$ cat config.mk
export PLATFORM = sky130hd
export DESIGN_NAME = spi_ram
export DESIGN_NICKNAME = d
export VERILOG_FILES = /design/src/rtl/shared_pkg.sv /design/src/rtl/spi_ram_mem.sv /design/src/rtl/spi_ram.sv
export SDC_FILE = /design/constraint.sdc
export NUM_CORES = 2
export LEC_CHECK = 0
export CORE_MARGIN = 2
export CORE_UTILIZATION = 63
export CTS_BUF_LIST = sky130_fd_sc_hd__clkbuf_16
export DETAILED_ROUTE_END_ITERATION = 16
export PLACE_DENSITY = 0.81
export RECOVER_POWER = 25
export SETUP_SLACK_MARGIN = 0.2
export SKIP_CTS_REPAIR_TIMING = 1
export SYNTH_ARGS = -nofsm -noshare
export SYNTH_HDL_FRONTEND = slang
export SYNTH_HIERARCHICAL = 1
export SYNTH_SLANG_ARGS = --single-unit
$ cat constraint.sdc
create_clock -name clk -period 3.4 [get_ports clk]
set_input_delay 0.68 -clock clk [delete_from_list [all_inputs] [get_ports clk]]
set_output_delay 0.68 -clock clk [all_outputs]
set_load 0.005 [all_outputs]
$ cat src/rtl/shared_pkg.sv
// Shared definitions for the SPI slave datapath: command encoding and word widths
// carried on the rx_data/tx_data link between the SPI slave and its downstream RAM.
package shared_pkg;

    typedef enum logic [1:0] {
        CMD_WR_ADDR = 2'b00,
        CMD_WR_DATA = 2'b01,
        CMD_RD_ADDR = 2'b10,
        CMD_RD_DATA = 2'b11
    } spi_cmd_e;

    localparam int SPI_WORD_W = 10;
    localparam int SPI_BYTE_W = 8;

endpackage

$ cat src/rtl/spi_ram_mem.sv
// Byte storage array for spi_ram: one synchronous write port and one synchronous,
// enable-gated read port. Contents and read register are never reset.
module spi_ram_mem
    import shared_pkg::*;
#(
    parameter int MEM_DEPTH = 256
) (
    input  logic                         clk,
    input  logic                         we,
    input  logic [$clog2(MEM_DEPTH)-1:0] waddr,
    input  logic [SPI_BYTE_W-1:0]        wdata,
    input  logic                         re,
    input  logic [$clog2(MEM_DEPTH)-1:0] raddr,
    output logic [SPI_BYTE_W-1:0]        rdata
);

    logic [SPI_BYTE_W-1:0] mem [MEM_DEPTH];
    logic [SPI_BYTE_W-1:0] rdata_q;
    logic [SPI_BYTE_W-1:0] rdata_d;

    // Read register only moves on an enabled read, so it holds the last byte fetched.
    always_comb begin
        rdata_d = rdata_q;
        if (re) begin
            rdata_d = mem[raddr];
        end
    end

    always_ff @(posedge clk) begin
        if (we) begin
            mem[waddr] <= wdata;
        end
        rdata_q <= rdata_d;
    end

    assign rdata = rdata_q;

endmodule

$ cat src/rtl/spi_ram.sv
// Command decoder sitting behind the SPI slave: latches write/read pointers,
// performs auto-incrementing byte accesses and returns read bytes on tx_data.
module spi_ram
    import shared_pkg::*;
#(
    parameter int MEM_DEPTH = 256
) (
    input  logic                  clk,
    input  logic                  rst,
    input  logic [SPI_WORD_W-1:0] rx_data,
    input  logic                  rx_valid,
    output logic [SPI_BYTE_W-1:0] tx_data,
    output logic                  tx_valid,
    output logic                  cmd_err
);

    localparam int ADDR_SIZE = $clog2(MEM_DEPTH);

    logic [ADDR_SIZE-1:0] wr_addr_q, wr_addr_d;
    logic [ADDR_SIZE-1:0] rd_addr_q, rd_addr_d;
    logic                 wr_addr_ok_q, wr_addr_ok_d;
    logic                 rd_addr_ok_q, rd_addr_ok_d;
    logic                 tx_valid_q, tx_valid_d;
    logic                 cmd_err_q, cmd_err_d;
    logic                 have_rd_q, have_rd_d;

    spi_cmd_e              cmd;
    logic                  mem_we;
    logic                  mem_re;
    logic [SPI_BYTE_W-1:0] mem_rdata;

    assign cmd = spi_cmd_e'(rx_data[SPI_WORD_W-1:SPI_BYTE_W]);

    // A command coincident with rst is dropped, including its memory write.
    always_comb begin
        wr_addr_d    = wr_addr_q;
        rd_addr_d    = rd_addr_q;
        wr_addr_ok_d = wr_addr_ok_q;
        rd_addr_ok_d = rd_addr_ok_q;
        have_rd_d    = have_rd_q;
        tx_valid_d   = 1'b0;
        cmd_err_d    = 1'b0;
        mem_we       = 1'b0;
        mem_re       = 1'b0;
        if (rx_valid && !rst) begin
            unique case (cmd)
                CMD_WR_ADDR: begin
                    wr_addr_d    = rx_data[ADDR_SIZE-1:0];
                    wr_addr_ok_d = 1'b1;
                end
                CMD_WR_DATA: begin
                    if (wr_addr_ok_q) begin
                        mem_we    = 1'b1;
                        wr_addr_d = wr_addr_q + ADDR_SIZE'(1);
                    end else begin
                        cmd_err_d = 1'b1;
                    end
                end
                CMD_RD_ADDR: begin
                    rd_addr_d    = rx_data[ADDR_SIZE-1:0];
                    rd_addr_ok_d = 1'b1;
                end
                CMD_RD_DATA: begin
                    if (rd_addr_ok_q) begin
                        mem_re     = 1'b1;
                        tx_valid_d = 1'b1;
                        have_rd_d  = 1'b1;
                        rd_addr_d  = rd_addr_q + ADDR_SIZE'(1);
                    end else begin
                        cmd_err_d = 1'b1;
                    end
                end
                default: begin
                    cmd_err_d = 1'b0;
                end
            endcase
        end
    end

    always_ff @(posedge clk or posedge rst) begin
        if (rst) begin
            wr_addr_q    <= '0;
            rd_addr_q    <= '0;
            wr_addr_ok_q <= 1'b0;
            rd_addr_ok_q <= 1'b0;
            tx_valid_q   <= 1'b0;
            cmd_err_q    <= 1'b0;
            have_rd_q    <= 1'b0;
        end else begin
            wr_addr_q    <= wr_addr_d;
            rd_addr_q    <= rd_addr_d;
            wr_addr_ok_q <= wr_addr_ok_d;
            rd_addr_ok_q <= rd_addr_ok_d;
            tx_valid_q   <= tx_valid_d;
            cmd_err_q    <= cmd_err_d;
            have_rd_q    <= have_rd_d;
        end
    end

    spi_ram_mem #(
        .MEM_DEPTH (MEM_DEPTH)
    ) u_mem (
        .clk   (clk),
        .we    (mem_we),
        .waddr (wr_addr_q),
        .wdata (rx_data[SPI_BYTE_W-1:0]),
        .re    (mem_re),
        .raddr (rd_addr_q),
        .rdata (mem_rdata)
    );

    // The unreset read register is masked until a read completes since the last reset.
    assign tx_data  = have_rd_q ? mem_rdata : '0;
    assign tx_valid = tx_valid_q;
    assign cmd_err  = cmd_err_q;

endmodule

---- After elaboration in Yosys (flattened, before gate mapping) ----
Memory sizes are Yosys's and may differ from the RTL's. A register that Yosys moved wholly into a read port is not among the register bits.
Cells that the tools add are included.
word-level totals
  latch bits .............................. 0
  input port bits ......................... 13
  output and inout port bits .............. 10
  logic and storage cells ................. 42
  bits in registers ....................... 21
  memories kept ........................... 1
  memory bits (read-only) ................. 0
  bits in writable memories ............... 2048
memory list
  name       depth  bits a word  read ports  clocked after Yosys merged registers in  write ports  RTL line           RTL
  u_mem.mem  256    8            1           1                                        1            spi_ram_mem.sv:17  logic [SPI_BYTE_W-1:0] mem [MEM_DEPTH];
cells by class
  bitwise logic cells ..................... 0
  $lt $le $gt $ge ......................... 0
  multipliers ............................. 0
  reductions and logical operators ........ 10
  $add $sub $neg .......................... 2
  mux-type cells .......................... 17
  shift operators ......................... 0
  eq/ne operators ......................... 5
  divide/modulo/power cells ............... 0
operators with widths
  cell                                                                   count
  8-bit one-hot mux with 2 select lines                                  2
  8-bit two-way mux                                                      3
  8-bit by 1-bit adder with 8-bit output, second input constant          2
  1-bit two-way mux                                                      11
  3-bit AND reduction                                                    3
  2-bit equality test, second input constant                             2
  2-bit != test, second input constant                                   2
  2-bit AND reduction                                                    2
  2-bit nonzero test                                                     2
  2-bit by 1-bit equality test with 1-bit output, second input constant  1
  2-bit logical NOT                                                      1
  1-bit one-hot mux with 2 select lines                                  1
  1-bit logical AND                                                      1
  1-bit logical NOT                                                      1

---- Longest topological paths before layout ----
  depth in word-level cells ............... 5
  depth in mapped cells ................... 11
  depth with buffers taken out ............ 6

---- Modules after synthesis ----
Netlist, hierarchy kept.
modules (own cells, without submodules)
  module       sequential area each (sq um)  cells each  instances  area an instance (sq um)
  spi_ram_mem  61739.2                       3733        1          79636.4
  spi_ram      525.5                         137         1          1315.0

---- Worst setup path after synthesis ----
Ideal clock, no wire load.
  path type ............................... input -> register
  start point ............................. input port rx_data[9]
  end point ............................... memory u_mem.mem[234][0] (enable)
  data required time ...................... 3030 ps
  path buffers ............................ 4
  data arrival time ....................... 2536 ps
  slack ................................... 494 ps
  stages .................................. 8
  library setup time ...................... 370 ps
  cell sequence ........................... buf_4 nand2b_2 nor3_1 clkbuf_1 buf_1 nand3_1 clkbuf_1 nor2_1
between the ends
  cells in the longest elaborated chain, start to end .. 5
RTL lines
  what                                            RTL line           RTL
  start, declared                                 spi_ram.sv:10      input logic [SPI_WORD_W-1:0] rx_data,
  2-bit by 1-bit equality test with 1-bit output  spi_ram.sv:46      unique case (cmd)
  1-bit two-way mux                               spi_ram.sv:46
  1-bit two-way mux                               spi_ram.sv:45      if (rx_valid && !rst) begin
  via mem_we                                      spi_ram.sv:28      logic mem_we;
  1-bit two-way mux                               spi_ram_mem.sv:30  if (we) begin
  1-bit two-way mux (implied by the code)         spi_ram_mem.sv:31  mem[waddr] <= wdata;
  end, declared                                   spi_ram_mem.sv:17
The timed path passes the listed nets, and every way through them passes these cells.

==> impl_metrics.ini <==
[timing]
tightestPinTransition_ns = 2.822
setup_tns_ns = 0
slew_viol_final = 849
period_needed_ns = 3.314
rsz0062_at_grt = yes
maxSlewHeadroom_pct = -88.12
post-route-period-util_pct = 97.47
skew_ns = 0.05394
hold_viol_final = 0
setup_viol = 0
fmax_mhz = 301.8

[run_status]
status = complete, but fails checks
violations = capacitance limit, slew limit

[routing]
dr.first_iter.drc_count = 7839
route.detailed.wl_per_inst_um = 34.48
totalWireLength_um = 213700
routed-via-count = 44320
vias_per_cell = 7.151
drc_errors = 0
detail_route.first_pass.iterations = 8
antenna_left = 0

[clocking]
htreeDepth = 4
clkTransAtPathRegs_ns = 0.06
clockRootBuffer = clkbuf_16
cts_num_sinks = 2077
cts_tree = done
clk_path_buf_depth = 3
cts_buffers = 193
clk_latency_ns = 0.85

[die]
io_pins = 23
dieArea_um2 = 131400
num_rows = 131
die_w_um = 362.5
initial_core_util_pct = 63.48
core-area_um2 = 127500
dieHeight_um = 362.5

[critical_path]
crit_fanout = 52
r2r_end = u_mem/rdata[0]
critPathLaunchType = register
timing.critical_path.to = u_mem/rdata[0]
r2r_start = rd_addr_q[1]
slowest_stage = a2111oi_0
crit_chain = buf_12 > buf_12 > mux4_2 > o22a_1 > o21ai_0 > a2111oi_0 > buf_4 > nor3_1 > buf_4 > nor4_2
required_ns = 4.07
cp-startpoint = rd_addr_q[1]
rr_worst_depth = 10
max_stage_delay_ns = 0.64
arrival_ns = 3.99
worst_setup_path_end_kind = register
reg2reg_slack_ns = 0.09
critPathKind = reg -> reg

[yosys]
yosys.area.top_type = edfxtp_1
async_reset_ff_share_pct = 1.011
synthesis.nets = 3885
ys.flop_type = edfxtp_1
synthDistinctLibCells = 79
synth.cell_area_um2 = 80950
netlist_instances = 3870
postSynthAreaPerCell_um2 = 20.92
ys_seq_area_share_pct = 76.92
synth_seq_cells = 2077
ys_top_cells_by_area = edfxtp_1 (76%), mux4_2 (13%), mux2i_1 (1.7%), nor2_1 (1.3%), a22oi_1 (1.2%)
yosysWarnings = 6
yosys.area.top_type_share_pct = 76.27
synth_edf_count = 2056

[worst_hold_path]
hold_path.class = reg -> reg

[global_routing]
antenna_found_initial = 4
track_usage_pct = 32.84
first_global_vias = 44700
overflow = 0
grt_max_degree = 118
grt_pass1_wl_um = 307700

[power_and_ir_drop]
vdd_ir_drop_max_mv = 0.6947
power_mw = 62.97
power_density_nw_per_um2 = 679.9
p_leak_nw = 29.59

[job]
maxCapViolCount = 9

[layout]
fillers = 6693
final_util_pct = 72.63
multiInputGateArea_um2 = 17360
final_common_cell = edfxtp_1
drive_gt1_share_pct = 29.23
layout_common_cells = edfxtp_1 (2,056), buf_4 (472), mux4_2 (454)
ff_latch_area_um2 = 62280
fin_nets = 4388
area_delta_synth_final_pct = 14.42

[placed_design]
io_buffers = 22
gp_congestion = 0.8927
place.detailed.hpwl_um = 126200
## worst min path at each step
stage,start,endpoint,slack (ns),depth (start not counted)
floorplan,rd_addr_ok_q,rd_addr_ok_q,0.45,1
global placement,rd_addr_ok_q,rd_addr_ok_q,0.47,1
detailed placement,rd_addr_ok_q,rd_addr_ok_q,0.49,1
CTS,rx_data[0],u_mem/mem[204][0],0.44,1
global route,rd_addr_ok_q,rd_addr_ok_q,0.53,1
finish,rd_addr_ok_q,rd_addr_ok_q,0.51,1
## report_power, final
group / total (mW) / leakage, nW / switching [mW] / internal [mW]
clock network: 21.1 / 3.14 / 9.56 / 11.5
registers: 28.5 / 18.7 / 0.270 / 28.3
logic: 13.3 / 7.75 / 7.60 / 5.75
total: 63.0 / 29.6 / 17.4 / 45.5
## layer usage
layer	vias up	global-route usage, %	wire [um]
met2	3826	51.33	102300
met1	22560	43.93	70870
met4	6	15.40	11680
met5	-	0	76
met3	730	8.681	28700
li1	17190	-	-
## cell type report
| cell class | instances | area share [%] |
|---|---|---|
| diodes | 5 | 0.01351 |
| clock inverters | 159 | 1.468 |
| inverters | 6 | 0.02432 |
| repair buffers | 547 | 5.050 |
| well taps | 1662 | 2.245 |
| multi-input cells | 1548 | 18.74 |
| flip-flops and latches | 2077 | 67.24 |
| clock buffers | 193 | 5.214 |
## cells in the mapped netlist, types with 10 or more instances
cell      number
dfrtp_1       21
nand2_1       48
nor2b_1       32
a221oi_1      13
buf_8         13
o221ai_1      46
o21ai_0       13
and2_1        14
nor2_1       284
buf_1         22
mux2i_1      135
mux4_2       454
a22oi_1      133
a21oi_1      106
edfxtp_1    2056
buf_4         28
o21ai_1       12
clkbuf_1     111
buf_2         32
nand3_1       44
o22ai_1       31
nor4_1        24
a211oi_1      16
buf_6         24
o211ai_1      10
nor3_1        23
nand4_1       12
## through the flow
stage,hold slack (ns),worst slack (ns),std cells,instance area (um2)
2_1_floorplan,0.4543,0.4936,3870,80950
3_3_place_gp,0.4718,-0.08697,5838,86300
3_5_place_dp,0.4881,-0.1483,5838,86300
4_1_cts,0.4402,-0.3732,6190,92490
5_1_grt,0.5301,0.09626,6192,92610
6_report,0.5100,0.08612,6197,92620
## logic make-up after synthesis
logic type / after synthesis / synth area share [%]
and+or+nand+nor: 519 / 2.947
AOI/OAI and AO/OA: 435 / 3.827
DFF: 2077 / 76.92
buffers and inverters: 245 / 1.900
muxes: 592 / 14.38
adders and majority gates: 2 / 0.03091
## critical path, delay by kind of cell (launching register included)
family	cells	cell delay, ns
buf+inv	4	0.93
compound gates	3	0.99
mux	1	0.28
simple gates	2	0.32
flops	1	0.57
## sequential cells by signal (all words and copies together) (netlist names)
name          cells
cmd_err           1
have_rd_q         1
rd_addr_ok_q      1
rd_addr_q         8
tx_valid          1
u_mem/mem      2048
u_mem/rdata       8
wr_addr_ok_q      1
wr_addr_q         8
Note: power is estimated with default switching activity, not from simulation.
